## src/rtl/axi_arb_pkg.sv

```systemverilog
// axi_arb_pkg: shared FSM/grant encoding and requester indices for the SRAM port arbiter
package axi_arb_pkg;
  typedef enum logic [1:0] {IDLE = 2'd0, RD0 = 2'd1, RD1 = 2'd2, WR = 2'd3} state_t;
  localparam logic [1:0] REQ_M0R = 2'd0;
  localparam logic [1:0] REQ_M1R = 2'd1;
  localparam logic [1:0] REQ_M1W = 2'd2;
  function automatic logic [1:0] rr_next(input logic [1:0] i);
    return i >= REQ_M1W ? REQ_M0R : i + 2'd1;
  endfunction
endpackage

```

## src/rtl/axi_rd_wr_arbiter_if.sv

```systemverilog
// axi_rd_if / axi_wr_if: AXI4 read (AR+R) and write (AW+W+B) channel bundles
interface axi_rd_if #(parameter int ADDR_W = 32, parameter int DATA_W = 64, parameter int ID_W = 4);
  logic              arvalid, arready;
  logic [ADDR_W-1:0] araddr;
  logic [ID_W-1:0]   arid;
  logic [7:0]        arlen;
  logic [2:0]        arsize;
  logic [1:0]        arburst;
  logic              rvalid, rready, rlast;
  logic [DATA_W-1:0] rdata;
  logic [ID_W-1:0]   rid;
  logic [1:0]        rresp;
  modport master (output arvalid, araddr, arid, arlen, arsize, arburst, rready,
                  input arready, rvalid, rdata, rid, rresp, rlast);
  modport slave  (input arvalid, araddr, arid, arlen, arsize, arburst, rready,
                  output arready, rvalid, rdata, rid, rresp, rlast);
endinterface

interface axi_wr_if #(parameter int ADDR_W = 32, parameter int DATA_W = 64, parameter int ID_W = 4);
  logic                awvalid, awready;
  logic [ADDR_W-1:0]   awaddr;
  logic [ID_W-1:0]     awid;
  logic [7:0]          awlen;
  logic [2:0]          awsize;
  logic [1:0]          awburst;
  logic                wvalid, wready, wlast;
  logic [DATA_W-1:0]   wdata;
  logic [DATA_W/8-1:0] wstrb;
  logic                bvalid, bready;
  logic [ID_W-1:0]     bid;
  logic [1:0]          bresp;
  modport master (output awvalid, awaddr, awid, awlen, awsize, awburst, wvalid, wdata, wstrb, wlast, bready,
                  input awready, wready, bvalid, bid, bresp);
  modport slave  (input awvalid, awaddr, awid, awlen, awsize, awburst, wvalid, wdata, wstrb, wlast, bready,
                  output awready, wready, bvalid, bid, bresp);
endinterface

```

## src/rtl/axi_rd_wr_arbiter_rr_pick3.sv

```systemverilog
// rr_pick3: combinational 3-way round-robin picker, searching from the requester after last
module rr_pick3
  import axi_arb_pkg::*;
(
  input  logic [2:0] req,
  input  logic [1:0] last,
  output logic       valid,
  output logic [1:0] idx
);
  logic [3:0] r;
  logic [1:0] c1, c2, c3;
  always_comb begin
    r = {1'b0, req};
    c1 = rr_next(last);
    c2 = rr_next(c1);
    c3 = rr_next(c2);
    valid = |req;
    idx = r[c1] ? c1 : r[c2] ? c2 : c3;
  end
endmodule

```

## src/rtl/axi_rd_wr_arbiter.sv

```systemverilog
// axi_rd_wr_arbiter: one-transaction-at-a-time sharing of an AXI4 SRAM port between IFU reads and LSU reads/writes
module axi_rd_wr_arbiter
  import axi_arb_pkg::*;
#(
  parameter int unsigned TIMEOUT = 1024
) (
  input  logic       aclk,
  input  logic       aresetn,
  axi_rd_if.slave    m0_rd,
  axi_rd_if.slave    m1_rd,
  axi_wr_if.slave    m1_wr,
  axi_rd_if.master   s_rd,
  axi_wr_if.master   s_wr,
  output logic [1:0] grant,
  output logic       err_timeout
);
  localparam int CW = $clog2(TIMEOUT + 1);
  state_t state, nxt, pick_state;
  logic [1:0] ptr, pick_idx;
  logic pick_valid, ar_done, aw_done, rd0, rd1, wr, r_end, b_end;
  logic [CW-1:0] busy_cnt;

  rr_pick3 u_pick (
    .req   ({m1_wr.awvalid, m1_rd.arvalid, m0_rd.arvalid}),
    .last  (ptr),
    .valid (pick_valid),
    .idx   (pick_idx)
  );

  assign rd0 = state == RD0;
  assign rd1 = state == RD1;
  assign wr = state == WR;
  assign r_end = s_rd.rvalid & s_rd.rready & s_rd.rlast;
  assign b_end = s_wr.bvalid & s_wr.bready;
  assign grant = state;

  always_comb begin
    pick_state = pick_idx == REQ_M0R ? RD0 : pick_idx == REQ_M1R ? RD1 : WR;
    nxt = state;
    if (state == IDLE) nxt = pick_valid ? pick_state : IDLE;
    else if (wr ? b_end : r_end) nxt = IDLE;
  end

  always_ff @(posedge aclk or negedge aresetn)
    if (!aresetn) state <= IDLE;
    else state <= nxt;

  // Per-grant bookkeeping is cleared while idle, so every grant starts fresh
  always_ff @(posedge aclk or negedge aresetn)
    if (!aresetn) begin
      ptr <= REQ_M1W;
      ar_done <= 1'b0;
      aw_done <= 1'b0;
      busy_cnt <= '0;
      err_timeout <= 1'b0;
    end else if (state == IDLE) begin
      ar_done <= 1'b0;
      aw_done <= 1'b0;
      busy_cnt <= '0;
      if (pick_valid) ptr <= pick_idx;
    end else begin
      ar_done <= ar_done | (s_rd.arvalid & s_rd.arready);
      aw_done <= aw_done | (s_wr.awvalid & s_wr.awready);
      if (busy_cnt != CW'(TIMEOUT)) busy_cnt <= busy_cnt + CW'(1);
      if (busy_cnt == CW'(TIMEOUT - 1)) err_timeout <= 1'b1;
    end

  assign s_rd.arvalid = (rd0 & m0_rd.arvalid | rd1 & m1_rd.arvalid) & ~ar_done;
  assign {s_rd.araddr, s_rd.arid, s_rd.arlen, s_rd.arsize, s_rd.arburst} =
    rd0 ? {m0_rd.araddr, m0_rd.arid, m0_rd.arlen, m0_rd.arsize, m0_rd.arburst} :
    rd1 ? {m1_rd.araddr, m1_rd.arid, m1_rd.arlen, m1_rd.arsize, m1_rd.arburst} : '0;
  assign s_rd.rready = rd0 & m0_rd.rready | rd1 & m1_rd.rready;
  assign m0_rd.arready = rd0 & s_rd.arready & ~ar_done;
  assign m0_rd.rvalid = rd0 & s_rd.rvalid;
  assign {m0_rd.rdata, m0_rd.rid, m0_rd.rresp, m0_rd.rlast} =
    rd0 ? {s_rd.rdata, s_rd.rid, s_rd.rresp, s_rd.rlast} : '0;
  assign m1_rd.arready = rd1 & s_rd.arready & ~ar_done;
  assign m1_rd.rvalid = rd1 & s_rd.rvalid;
  assign {m1_rd.rdata, m1_rd.rid, m1_rd.rresp, m1_rd.rlast} =
    rd1 ? {s_rd.rdata, s_rd.rid, s_rd.rresp, s_rd.rlast} : '0;

  assign s_wr.awvalid = wr & m1_wr.awvalid & ~aw_done;
  assign {s_wr.awaddr, s_wr.awid, s_wr.awlen, s_wr.awsize, s_wr.awburst} =
    wr ? {m1_wr.awaddr, m1_wr.awid, m1_wr.awlen, m1_wr.awsize, m1_wr.awburst} : '0;
  assign m1_wr.awready = wr & s_wr.awready & ~aw_done;
  assign s_wr.wvalid = wr & m1_wr.wvalid;
  assign {s_wr.wdata, s_wr.wstrb, s_wr.wlast} = wr ? {m1_wr.wdata, m1_wr.wstrb, m1_wr.wlast} : '0;
  assign m1_wr.wready = wr & s_wr.wready;
  assign m1_wr.bvalid = wr & s_wr.bvalid;
  assign {m1_wr.bid, m1_wr.bresp} = wr ? {s_wr.bid, s_wr.bresp} : '0;
  assign s_wr.bready = wr & m1_wr.bready;
endmodule

```

## src/flat_wrapper.sv

```systemverilog
// flat-port wrapper written by rule: the top's interface ports become plain ports
module axi_rd_wr_arbiter_flat import axi_arb_pkg::*;
#(
  parameter int unsigned TIMEOUT = 1024
)
  (aclk, aresetn, grant, err_timeout, m0_rd_arvalid, m0_rd_araddr, m0_rd_arid, m0_rd_arlen, m0_rd_arsize, m0_rd_arburst, m0_rd_rready, m0_rd_arready, m0_rd_rvalid, m0_rd_rdata, m0_rd_rid, m0_rd_rresp, m0_rd_rlast, m1_rd_arvalid, m1_rd_araddr, m1_rd_arid, m1_rd_arlen, m1_rd_arsize, m1_rd_arburst, m1_rd_rready, m1_rd_arready, m1_rd_rvalid, m1_rd_rdata, m1_rd_rid, m1_rd_rresp, m1_rd_rlast, m1_wr_awvalid, m1_wr_awaddr, m1_wr_awid, m1_wr_awlen, m1_wr_awsize, m1_wr_awburst, m1_wr_wvalid, m1_wr_wdata, m1_wr_wstrb, m1_wr_wlast, m1_wr_bready, m1_wr_awready, m1_wr_wready, m1_wr_bvalid, m1_wr_bid, m1_wr_bresp, s_rd_arvalid, s_rd_araddr, s_rd_arid, s_rd_arlen, s_rd_arsize, s_rd_arburst, s_rd_rready, s_rd_arready, s_rd_rvalid, s_rd_rdata, s_rd_rid, s_rd_rresp, s_rd_rlast, s_wr_awvalid, s_wr_awaddr, s_wr_awid, s_wr_awlen, s_wr_awsize, s_wr_awburst, s_wr_wvalid, s_wr_wdata, s_wr_wstrb, s_wr_wlast, s_wr_bready, s_wr_awready, s_wr_wready, s_wr_bvalid, s_wr_bid, s_wr_bresp);
  axi_rd_if m0_rd_i ();
  axi_rd_if m1_rd_i ();
  axi_wr_if m1_wr_i ();
  axi_rd_if s_rd_i ();
  axi_wr_if s_wr_i ();
  input  logic aclk;
  input  logic aresetn;
  output logic [1:0] grant;
  output logic err_timeout;
  input wire logic [$bits(m0_rd_i.arvalid)-1:0] m0_rd_arvalid;
  input wire logic [$bits(m0_rd_i.araddr)-1:0] m0_rd_araddr;
  input wire logic [$bits(m0_rd_i.arid)-1:0] m0_rd_arid;
  input wire logic [$bits(m0_rd_i.arlen)-1:0] m0_rd_arlen;
  input wire logic [$bits(m0_rd_i.arsize)-1:0] m0_rd_arsize;
  input wire logic [$bits(m0_rd_i.arburst)-1:0] m0_rd_arburst;
  input wire logic [$bits(m0_rd_i.rready)-1:0] m0_rd_rready;
  output wire logic [$bits(m0_rd_i.arready)-1:0] m0_rd_arready;
  output wire logic [$bits(m0_rd_i.rvalid)-1:0] m0_rd_rvalid;
  output wire logic [$bits(m0_rd_i.rdata)-1:0] m0_rd_rdata;
  output wire logic [$bits(m0_rd_i.rid)-1:0] m0_rd_rid;
  output wire logic [$bits(m0_rd_i.rresp)-1:0] m0_rd_rresp;
  output wire logic [$bits(m0_rd_i.rlast)-1:0] m0_rd_rlast;
  input wire logic [$bits(m1_rd_i.arvalid)-1:0] m1_rd_arvalid;
  input wire logic [$bits(m1_rd_i.araddr)-1:0] m1_rd_araddr;
  input wire logic [$bits(m1_rd_i.arid)-1:0] m1_rd_arid;
  input wire logic [$bits(m1_rd_i.arlen)-1:0] m1_rd_arlen;
  input wire logic [$bits(m1_rd_i.arsize)-1:0] m1_rd_arsize;
  input wire logic [$bits(m1_rd_i.arburst)-1:0] m1_rd_arburst;
  input wire logic [$bits(m1_rd_i.rready)-1:0] m1_rd_rready;
  output wire logic [$bits(m1_rd_i.arready)-1:0] m1_rd_arready;
  output wire logic [$bits(m1_rd_i.rvalid)-1:0] m1_rd_rvalid;
  output wire logic [$bits(m1_rd_i.rdata)-1:0] m1_rd_rdata;
  output wire logic [$bits(m1_rd_i.rid)-1:0] m1_rd_rid;
  output wire logic [$bits(m1_rd_i.rresp)-1:0] m1_rd_rresp;
  output wire logic [$bits(m1_rd_i.rlast)-1:0] m1_rd_rlast;
  input wire logic [$bits(m1_wr_i.awvalid)-1:0] m1_wr_awvalid;
  input wire logic [$bits(m1_wr_i.awaddr)-1:0] m1_wr_awaddr;
  input wire logic [$bits(m1_wr_i.awid)-1:0] m1_wr_awid;
  input wire logic [$bits(m1_wr_i.awlen)-1:0] m1_wr_awlen;
  input wire logic [$bits(m1_wr_i.awsize)-1:0] m1_wr_awsize;
  input wire logic [$bits(m1_wr_i.awburst)-1:0] m1_wr_awburst;
  input wire logic [$bits(m1_wr_i.wvalid)-1:0] m1_wr_wvalid;
  input wire logic [$bits(m1_wr_i.wdata)-1:0] m1_wr_wdata;
  input wire logic [$bits(m1_wr_i.wstrb)-1:0] m1_wr_wstrb;
  input wire logic [$bits(m1_wr_i.wlast)-1:0] m1_wr_wlast;
  input wire logic [$bits(m1_wr_i.bready)-1:0] m1_wr_bready;
  output wire logic [$bits(m1_wr_i.awready)-1:0] m1_wr_awready;
  output wire logic [$bits(m1_wr_i.wready)-1:0] m1_wr_wready;
  output wire logic [$bits(m1_wr_i.bvalid)-1:0] m1_wr_bvalid;
  output wire logic [$bits(m1_wr_i.bid)-1:0] m1_wr_bid;
  output wire logic [$bits(m1_wr_i.bresp)-1:0] m1_wr_bresp;
  output wire logic [$bits(s_rd_i.arvalid)-1:0] s_rd_arvalid;
  output wire logic [$bits(s_rd_i.araddr)-1:0] s_rd_araddr;
  output wire logic [$bits(s_rd_i.arid)-1:0] s_rd_arid;
  output wire logic [$bits(s_rd_i.arlen)-1:0] s_rd_arlen;
  output wire logic [$bits(s_rd_i.arsize)-1:0] s_rd_arsize;
  output wire logic [$bits(s_rd_i.arburst)-1:0] s_rd_arburst;
  output wire logic [$bits(s_rd_i.rready)-1:0] s_rd_rready;
  input wire logic [$bits(s_rd_i.arready)-1:0] s_rd_arready;
  input wire logic [$bits(s_rd_i.rvalid)-1:0] s_rd_rvalid;
  input wire logic [$bits(s_rd_i.rdata)-1:0] s_rd_rdata;
  input wire logic [$bits(s_rd_i.rid)-1:0] s_rd_rid;
  input wire logic [$bits(s_rd_i.rresp)-1:0] s_rd_rresp;
  input wire logic [$bits(s_rd_i.rlast)-1:0] s_rd_rlast;
  output wire logic [$bits(s_wr_i.awvalid)-1:0] s_wr_awvalid;
  output wire logic [$bits(s_wr_i.awaddr)-1:0] s_wr_awaddr;
  output wire logic [$bits(s_wr_i.awid)-1:0] s_wr_awid;
  output wire logic [$bits(s_wr_i.awlen)-1:0] s_wr_awlen;
  output wire logic [$bits(s_wr_i.awsize)-1:0] s_wr_awsize;
  output wire logic [$bits(s_wr_i.awburst)-1:0] s_wr_awburst;
  output wire logic [$bits(s_wr_i.wvalid)-1:0] s_wr_wvalid;
  output wire logic [$bits(s_wr_i.wdata)-1:0] s_wr_wdata;
  output wire logic [$bits(s_wr_i.wstrb)-1:0] s_wr_wstrb;
  output wire logic [$bits(s_wr_i.wlast)-1:0] s_wr_wlast;
  output wire logic [$bits(s_wr_i.bready)-1:0] s_wr_bready;
  input wire logic [$bits(s_wr_i.awready)-1:0] s_wr_awready;
  input wire logic [$bits(s_wr_i.wready)-1:0] s_wr_wready;
  input wire logic [$bits(s_wr_i.bvalid)-1:0] s_wr_bvalid;
  input wire logic [$bits(s_wr_i.bid)-1:0] s_wr_bid;
  input wire logic [$bits(s_wr_i.bresp)-1:0] s_wr_bresp;
  assign m0_rd_i.arvalid = m0_rd_arvalid;
  assign m0_rd_i.araddr = m0_rd_araddr;
  assign m0_rd_i.arid = m0_rd_arid;
  assign m0_rd_i.arlen = m0_rd_arlen;
  assign m0_rd_i.arsize = m0_rd_arsize;
  assign m0_rd_i.arburst = m0_rd_arburst;
  assign m0_rd_i.rready = m0_rd_rready;
  assign m0_rd_arready = m0_rd_i.arready;
  assign m0_rd_rvalid = m0_rd_i.rvalid;
  assign m0_rd_rdata = m0_rd_i.rdata;
  assign m0_rd_rid = m0_rd_i.rid;
  assign m0_rd_rresp = m0_rd_i.rresp;
  assign m0_rd_rlast = m0_rd_i.rlast;
  assign m1_rd_i.arvalid = m1_rd_arvalid;
  assign m1_rd_i.araddr = m1_rd_araddr;
  assign m1_rd_i.arid = m1_rd_arid;
  assign m1_rd_i.arlen = m1_rd_arlen;
  assign m1_rd_i.arsize = m1_rd_arsize;
  assign m1_rd_i.arburst = m1_rd_arburst;
  assign m1_rd_i.rready = m1_rd_rready;
  assign m1_rd_arready = m1_rd_i.arready;
  assign m1_rd_rvalid = m1_rd_i.rvalid;
  assign m1_rd_rdata = m1_rd_i.rdata;
  assign m1_rd_rid = m1_rd_i.rid;
  assign m1_rd_rresp = m1_rd_i.rresp;
  assign m1_rd_rlast = m1_rd_i.rlast;
  assign m1_wr_i.awvalid = m1_wr_awvalid;
  assign m1_wr_i.awaddr = m1_wr_awaddr;
  assign m1_wr_i.awid = m1_wr_awid;
  assign m1_wr_i.awlen = m1_wr_awlen;
  assign m1_wr_i.awsize = m1_wr_awsize;
  assign m1_wr_i.awburst = m1_wr_awburst;
  assign m1_wr_i.wvalid = m1_wr_wvalid;
  assign m1_wr_i.wdata = m1_wr_wdata;
  assign m1_wr_i.wstrb = m1_wr_wstrb;
  assign m1_wr_i.wlast = m1_wr_wlast;
  assign m1_wr_i.bready = m1_wr_bready;
  assign m1_wr_awready = m1_wr_i.awready;
  assign m1_wr_wready = m1_wr_i.wready;
  assign m1_wr_bvalid = m1_wr_i.bvalid;
  assign m1_wr_bid = m1_wr_i.bid;
  assign m1_wr_bresp = m1_wr_i.bresp;
  assign s_rd_arvalid = s_rd_i.arvalid;
  assign s_rd_araddr = s_rd_i.araddr;
  assign s_rd_arid = s_rd_i.arid;
  assign s_rd_arlen = s_rd_i.arlen;
  assign s_rd_arsize = s_rd_i.arsize;
  assign s_rd_arburst = s_rd_i.arburst;
  assign s_rd_rready = s_rd_i.rready;
  assign s_rd_i.arready = s_rd_arready;
  assign s_rd_i.rvalid = s_rd_rvalid;
  assign s_rd_i.rdata = s_rd_rdata;
  assign s_rd_i.rid = s_rd_rid;
  assign s_rd_i.rresp = s_rd_rresp;
  assign s_rd_i.rlast = s_rd_rlast;
  assign s_wr_awvalid = s_wr_i.awvalid;
  assign s_wr_awaddr = s_wr_i.awaddr;
  assign s_wr_awid = s_wr_i.awid;
  assign s_wr_awlen = s_wr_i.awlen;
  assign s_wr_awsize = s_wr_i.awsize;
  assign s_wr_awburst = s_wr_i.awburst;
  assign s_wr_wvalid = s_wr_i.wvalid;
  assign s_wr_wdata = s_wr_i.wdata;
  assign s_wr_wstrb = s_wr_i.wstrb;
  assign s_wr_wlast = s_wr_i.wlast;
  assign s_wr_bready = s_wr_i.bready;
  assign s_wr_i.awready = s_wr_awready;
  assign s_wr_i.wready = s_wr_wready;
  assign s_wr_i.bvalid = s_wr_bvalid;
  assign s_wr_i.bid = s_wr_bid;
  assign s_wr_i.bresp = s_wr_bresp;
  axi_rd_wr_arbiter #(.TIMEOUT(TIMEOUT)) u_core (.aclk(aclk), .aresetn(aresetn), .m0_rd(m0_rd_i), .m1_rd(m1_rd_i), .m1_wr(m1_wr_i), .s_rd(s_rd_i), .s_wr(s_wr_i), .grant(grant), .err_timeout(err_timeout));
endmodule
```

## config.mk

```make
export PLATFORM = sky130hd
export DESIGN_NAME = axi_rd_wr_arbiter_flat
export DESIGN_NICKNAME = d
export VERILOG_FILES = /design/src/rtl/axi_arb_pkg.sv /design/src/rtl/axi_rd_wr_arbiter_if.sv /design/src/rtl/axi_rd_wr_arbiter_rr_pick3.sv /design/src/rtl/axi_rd_wr_arbiter.sv /design/src/flat_wrapper.sv
export SDC_FILE = /design/constraint.sdc
export NUM_CORES = 1
export LEC_CHECK = 0
export ABC_CLOCK_PERIOD_IN_PS = 2900
export BUFFER_PORTS_ARGS = -buffer_cell sky130_fd_sc_hd__buf_2
export CORE_AREA = 2 2 252 254
export CTS_CLUSTER_SIZE = 30
export DETAILED_ROUTE_END_ITERATION = 8
export DIE_AREA = 0 0 254 256
export MAX_ROUTING_LAYER = met4
export PLACE_DENSITY = 0.3
export SLEW_MARGIN = 10
export SYNTH_ARGS = -nofsm -noshare
export SYNTH_HDL_FRONTEND = slang
export SYNTH_SLANG_ARGS = --single-unit
```

## constraint.sdc

```tcl
create_clock -name aclk -period 2.9 [get_ports aclk]
set_input_delay 0.145 -clock aclk [delete_from_list [all_inputs] [get_ports aclk]]
set_output_delay 0.145 -clock aclk [all_outputs]
set_load 0.01 [all_outputs]
```

==> metrics.log <==
[metrics] post-synthesis instance area: roughly 0.0034 mm2
[metrics] flop and latch count out of synthesis: 18
[metrics] post-detailed-route DRC marker count: 0
[metrics] initial core utilization: 5.48%
[metrics] Longest Clk Path Bufs: 2
[metrics] slowest CP cell: sky130_fd_sc_hd__dfrtp_4
[metrics] I/O pin count: about 650
[metrics] ys async rst share: 100%
[metrics] storage element area: about 460 um2
[metrics] number of setup violations in the final report: 0
[metrics] top post-synthesis cells by count: 144 x sky130_fd_sc_hd__and2_1, 132 x sky130_fd_sc_hd__and3_1, 51 x sky130_fd_sc_hd__a22o_1, 51 x sky130_fd_sc_hd__clkbuf_1, 17 x sky130_fd_sc_hd__dfrtp_1
[metrics] clock-pin slew on the worst setup and hold paths: roughly 60 ps
[metrics] total die area: around 0.065 mm2
[metrics] leading post-synthesis cells by cell area: sky130_fd_sc_hd__and2_1 26%, sky130_fd_sc_hd__and3_1 24%, sky130_fd_sc_hd__a22o_1 13%
[metrics] hold-fix buffers at CTS: 1
[metrics] first-pass GRT wire length: 45300 um
[metrics] number of max-cap violations: 0
[metrics] result of the run: finished, final reports clean
[metrics] Num CTS Buffers: 3
[metrics] aggregate negative setup slack: 0 ps
[metrics] area of the multi-input gates: 0.00272 mm2
[metrics] CP Buf/Inv Count: 2
[metrics] Final Skew: ~1.8 ps
[metrics] Mean Syn Cell Area: 6.87 um2
[metrics] number of stages on the worst hold path: 3
[metrics] CTS Root Buffer Type: sky130_fd_sc_hd__clkbuf_16
[metrics] final critical-path share of the clock period: around 78%
[metrics] post-synth net total: a little over 800
[metrics] Crit Path Class: flip-flop to output pin
[metrics] Synth warnings: 0
[metrics] worst-skew pair later-pin latency: between 200 and 300 ps
[metrics] DIE HEIGHT: about 260 um
[metrics] overall via count from detail_route: a little over 6000
[metrics] synth unique cells: 38
[metrics] initial DRC count: about 370
[metrics] final number of hold-violating endpoints: 0
[metrics] fraction of final layout cells with drive strength greater than 1: 60.9%
[metrics] combinational family with the most area after synthesis: simple AND/OR/NAND/NOR gates
[metrics] number of global-route vias before repair: just over 6000
[metrics] post-cts resize count: 0
[metrics] number of flops mapped to enable cells by yosys: 0
[metrics] final routed wirelength across all metal layers: around 34000 um
[metrics] ANT nets after route: 0
[metrics] share of synthesized area occupied by flip-flops and latches: between 10% and 20%
[metrics] average wire length per cell after detail routing: around 17 um
[metrics] Worst setup EP type: output pin
[metrics] placeable core region: 0.0624 mm2
[metrics] worst min path class: primary input to flip-flop
[metrics] Worst R2R Path Depth: 3
[metrics] CTS Sinks: 18
[metrics] highest achievable clock rate: approximately 0.44 GHz
[metrics] Synth Area in Simple Gates: 58.1%
[metrics] Die X: ~250 um
[metrics] time the worst path needs with I/O delays and setup: between 2000 and 2500 ps
[metrics] IO Port Bufs: around 640
[metrics] Post-Syn Instances: between 400 and 500
[metrics] overall power after layout: about 5800 uW
[metrics] clock tree from TritonCTS: yes
[metrics] dominant register cell in the synthesized netlist: sky130_fd_sc_hd__dfrtp_1
[metrics] post-route worst hold slack: just under 200 ps
[metrics] postcts setup bufs: 0
[metrics] global-route congestion overflow total: 0
[metrics] fraction of synthesized cell area in xor and xnor cells: less than 1%
[metrics] synthesized-area fraction occupied by adder cells: 0.732%
[metrics] Hold Path Origin: m1_wr_awvalid
[metrics] Max stage delay on crit path: roughly 700 ps
[metrics] area share of the leading cell type in the synthesized netlist: 26.3%
[metrics] Filler Cells Inserted: 7392
[metrics] worst vdd rail ir drop: around 0.43 mV
[metrics] critical path's top delay family: flip-flops
[metrics] fin nets: about 1400
[metrics] Crit Path Max Fanout: approximately 120
[metrics] worst-margin pin slew: just over 600 ps
[metrics] global-route total usage across every layer: slightly below 10%
[metrics] H-tree depth: 1
[metrics] headroom to the max-slew limit: 59.0%
[metrics] arrival time of data at the critical path endpoint: roughly 2100 ps
[metrics] Reg2Reg Setup Slack: approximately 1100 ps
[metrics] dominant cell by count in the synthesized netlist: sky130_fd_sc_hd__and2_1
[metrics] Vias/cell: approximately 3.2
[metrics] routability cong.: just over 0.9
[metrics] synth-to-layout area growth: 127%
[metrics] FF-to-FF Start: u_core.grant[1]$_DFFE_PN0P_
[metrics] share of synthesized area spent on multiplexers: 0%
[metrics] number of max-slew violations in the final report: 0
[metrics] PD cells: around 750 mW/mm2
[metrics] sequence of cells on the critical path: nor2b_4 > buf_12 > and2_1 > buf_2
[metrics] endpoint of the worst register-to-register path: u_core.grant[0]$_DFFE_PN0P_
[metrics] synthesized-area fraction occupied by ao, oa, aoi and oai cells: between 15 and 20%
[metrics] maximum number of pins on one net before global-route repair: roughly 130
[metrics] post-detail-place hpwl: 29400 um
[metrics] Worst setup SP type: flip-flop
[metrics] number of antenna violations at the first check in global routing: 22
[metrics] cell type contributing the most total cell area after synthesis: sky130_fd_sc_hd__and2_1
[metrics] Lkg Pwr: between 0.004 and 0.005 uW
[metrics] length of the first detailed-routing pass in iterations: 4
[metrics] row cnt: 92
[metrics] endpoint required time on the critical path: around 2800 ps
[metrics] destination of the worst hold path: u_core.ptr[1]$_DFFE_PN1P_
[metrics] RSZ-0062 raised after global routing: no
power by group:
group          internal [uW]  switching, uW  total [uW]
clock network            210            108         319
registers                335            214         548
logic                   2120           2860        4980
total                   2660           3180        5840
worst min-delay path, stage by stage:
cell	delay [ps]
sky130_fd_sc_hd__buf_2	140
sky130_fd_sc_hd__nand3_1	70
sky130_fd_sc_hd__o21ai_0	80
logic make-up (layout without fill, tap and decap cells):
family,count (synthesis),count (layout)
adder cells (fa/ha/maj),2,2
flip-flops,18,18
buffers and inverters,68,669
XOR/XNOR,2,2
AND/OR/NAND/NOR,322,322
AO/OA/AOI/OAI,86,86
other,0,11
cell usage in the layout, fill, tap and decap left out, types with 4 or more instances in the layout:
| cell type | n |
|---|---|
| sky130_fd_sc_hd__o311ai_0 | 5 |
| sky130_fd_sc_hd__and2_1 | 144 |
| sky130_fd_sc_hd__a21oi_1 | 7 |
| sky130_fd_sc_hd__nand2b_1 | 4 |
| sky130_fd_sc_hd__a22o_1 | 51 |
| sky130_fd_sc_hd__nor2_1 | 4 |
| sky130_fd_sc_hd__o21ai_0 | 8 |
| sky130_fd_sc_hd__nand2_1 | 10 |
| sky130_fd_sc_hd__buf_2 | 644 |
| sky130_fd_sc_hd__nand3_1 | 8 |
| sky130_fd_sc_hd__diode_2 | 11 |
| sky130_fd_sc_hd__buf_4 | 8 |
| sky130_fd_sc_hd__dfrtp_1 | 15 |
| sky130_fd_sc_hd__inv_1 | 7 |
| sky130_fd_sc_hd__and3_1 | 132 |
| sky130_fd_sc_hd__buf_12 | 4 |
worst max-delay path by stage:
stage,from,end,slack [ps],depth (start not counted)
2_1_floorplan,u_core.grant[1]$_DFFE_PN0P_,m1_rd_rdata[10],1280,6
3_3_place_gp,u_core.grant[1]$_DFFE_PN0P_,m0_rd_rvalid,900,4
3_5_place_dp,u_core.grant[1]$_DFFE_PN0P_,m0_rd_arready,850,4
4_1_cts,u_core.grant[1]$_DFFE_PN0P_,m0_rd_arready,570,4
5_1_grt,u_core.grant[1]$_DFFE_PN0P_,m0_rd_arready,460,4
6_report,u_core.grant[1]$_DFFE_PN0P_,m1_rd_rdata[52],640,4
stage by stage:
stage	instances	worst slack (ps)	utilization (%)	cell area, um2
2_1_floorplan	498	1280	-	3420
3_3_place_gp	1940	895	12.2	7630
3_5_place_dp	1940	855	12.2	7630
4_1_cts	1945	568	12.4	7730
5_1_grt	1953	464	12.4	7750
6_report	1956	644	12.4	7750
routing by layer:
metal | global-route usage, % | part of all wire (%) | vias up
met1 | 11.8 | 42 | 2856
met2 | 17.5 | 49 | 368
met3 | 2.30 | 8.1 | 34
met5 | - | 0 | -
met4 | 0.507 | 0.92 | 0
li1 | - | - | 2980
flip-flops by register name (all words and copies together) (netlist names):
signal / cells
u_core.ar_done: 1
u_core.aw_done: 1
u_core.busy_cnt: 11
u_core.err_timeout: 1
u_core.grant: 2
u_core.ptr: 2
cell type report:
cell class	count	share of cell area [%]
clock buffers	4	1.15
multi-input cells	412	35.0
diodes	11	0.355
well taps	846	13.7
inverters	8	0.387
repair buffers	657	43.5
flip-flops and latches	18	5.92
No activity file was read; power rests on OpenSTA's default activity.
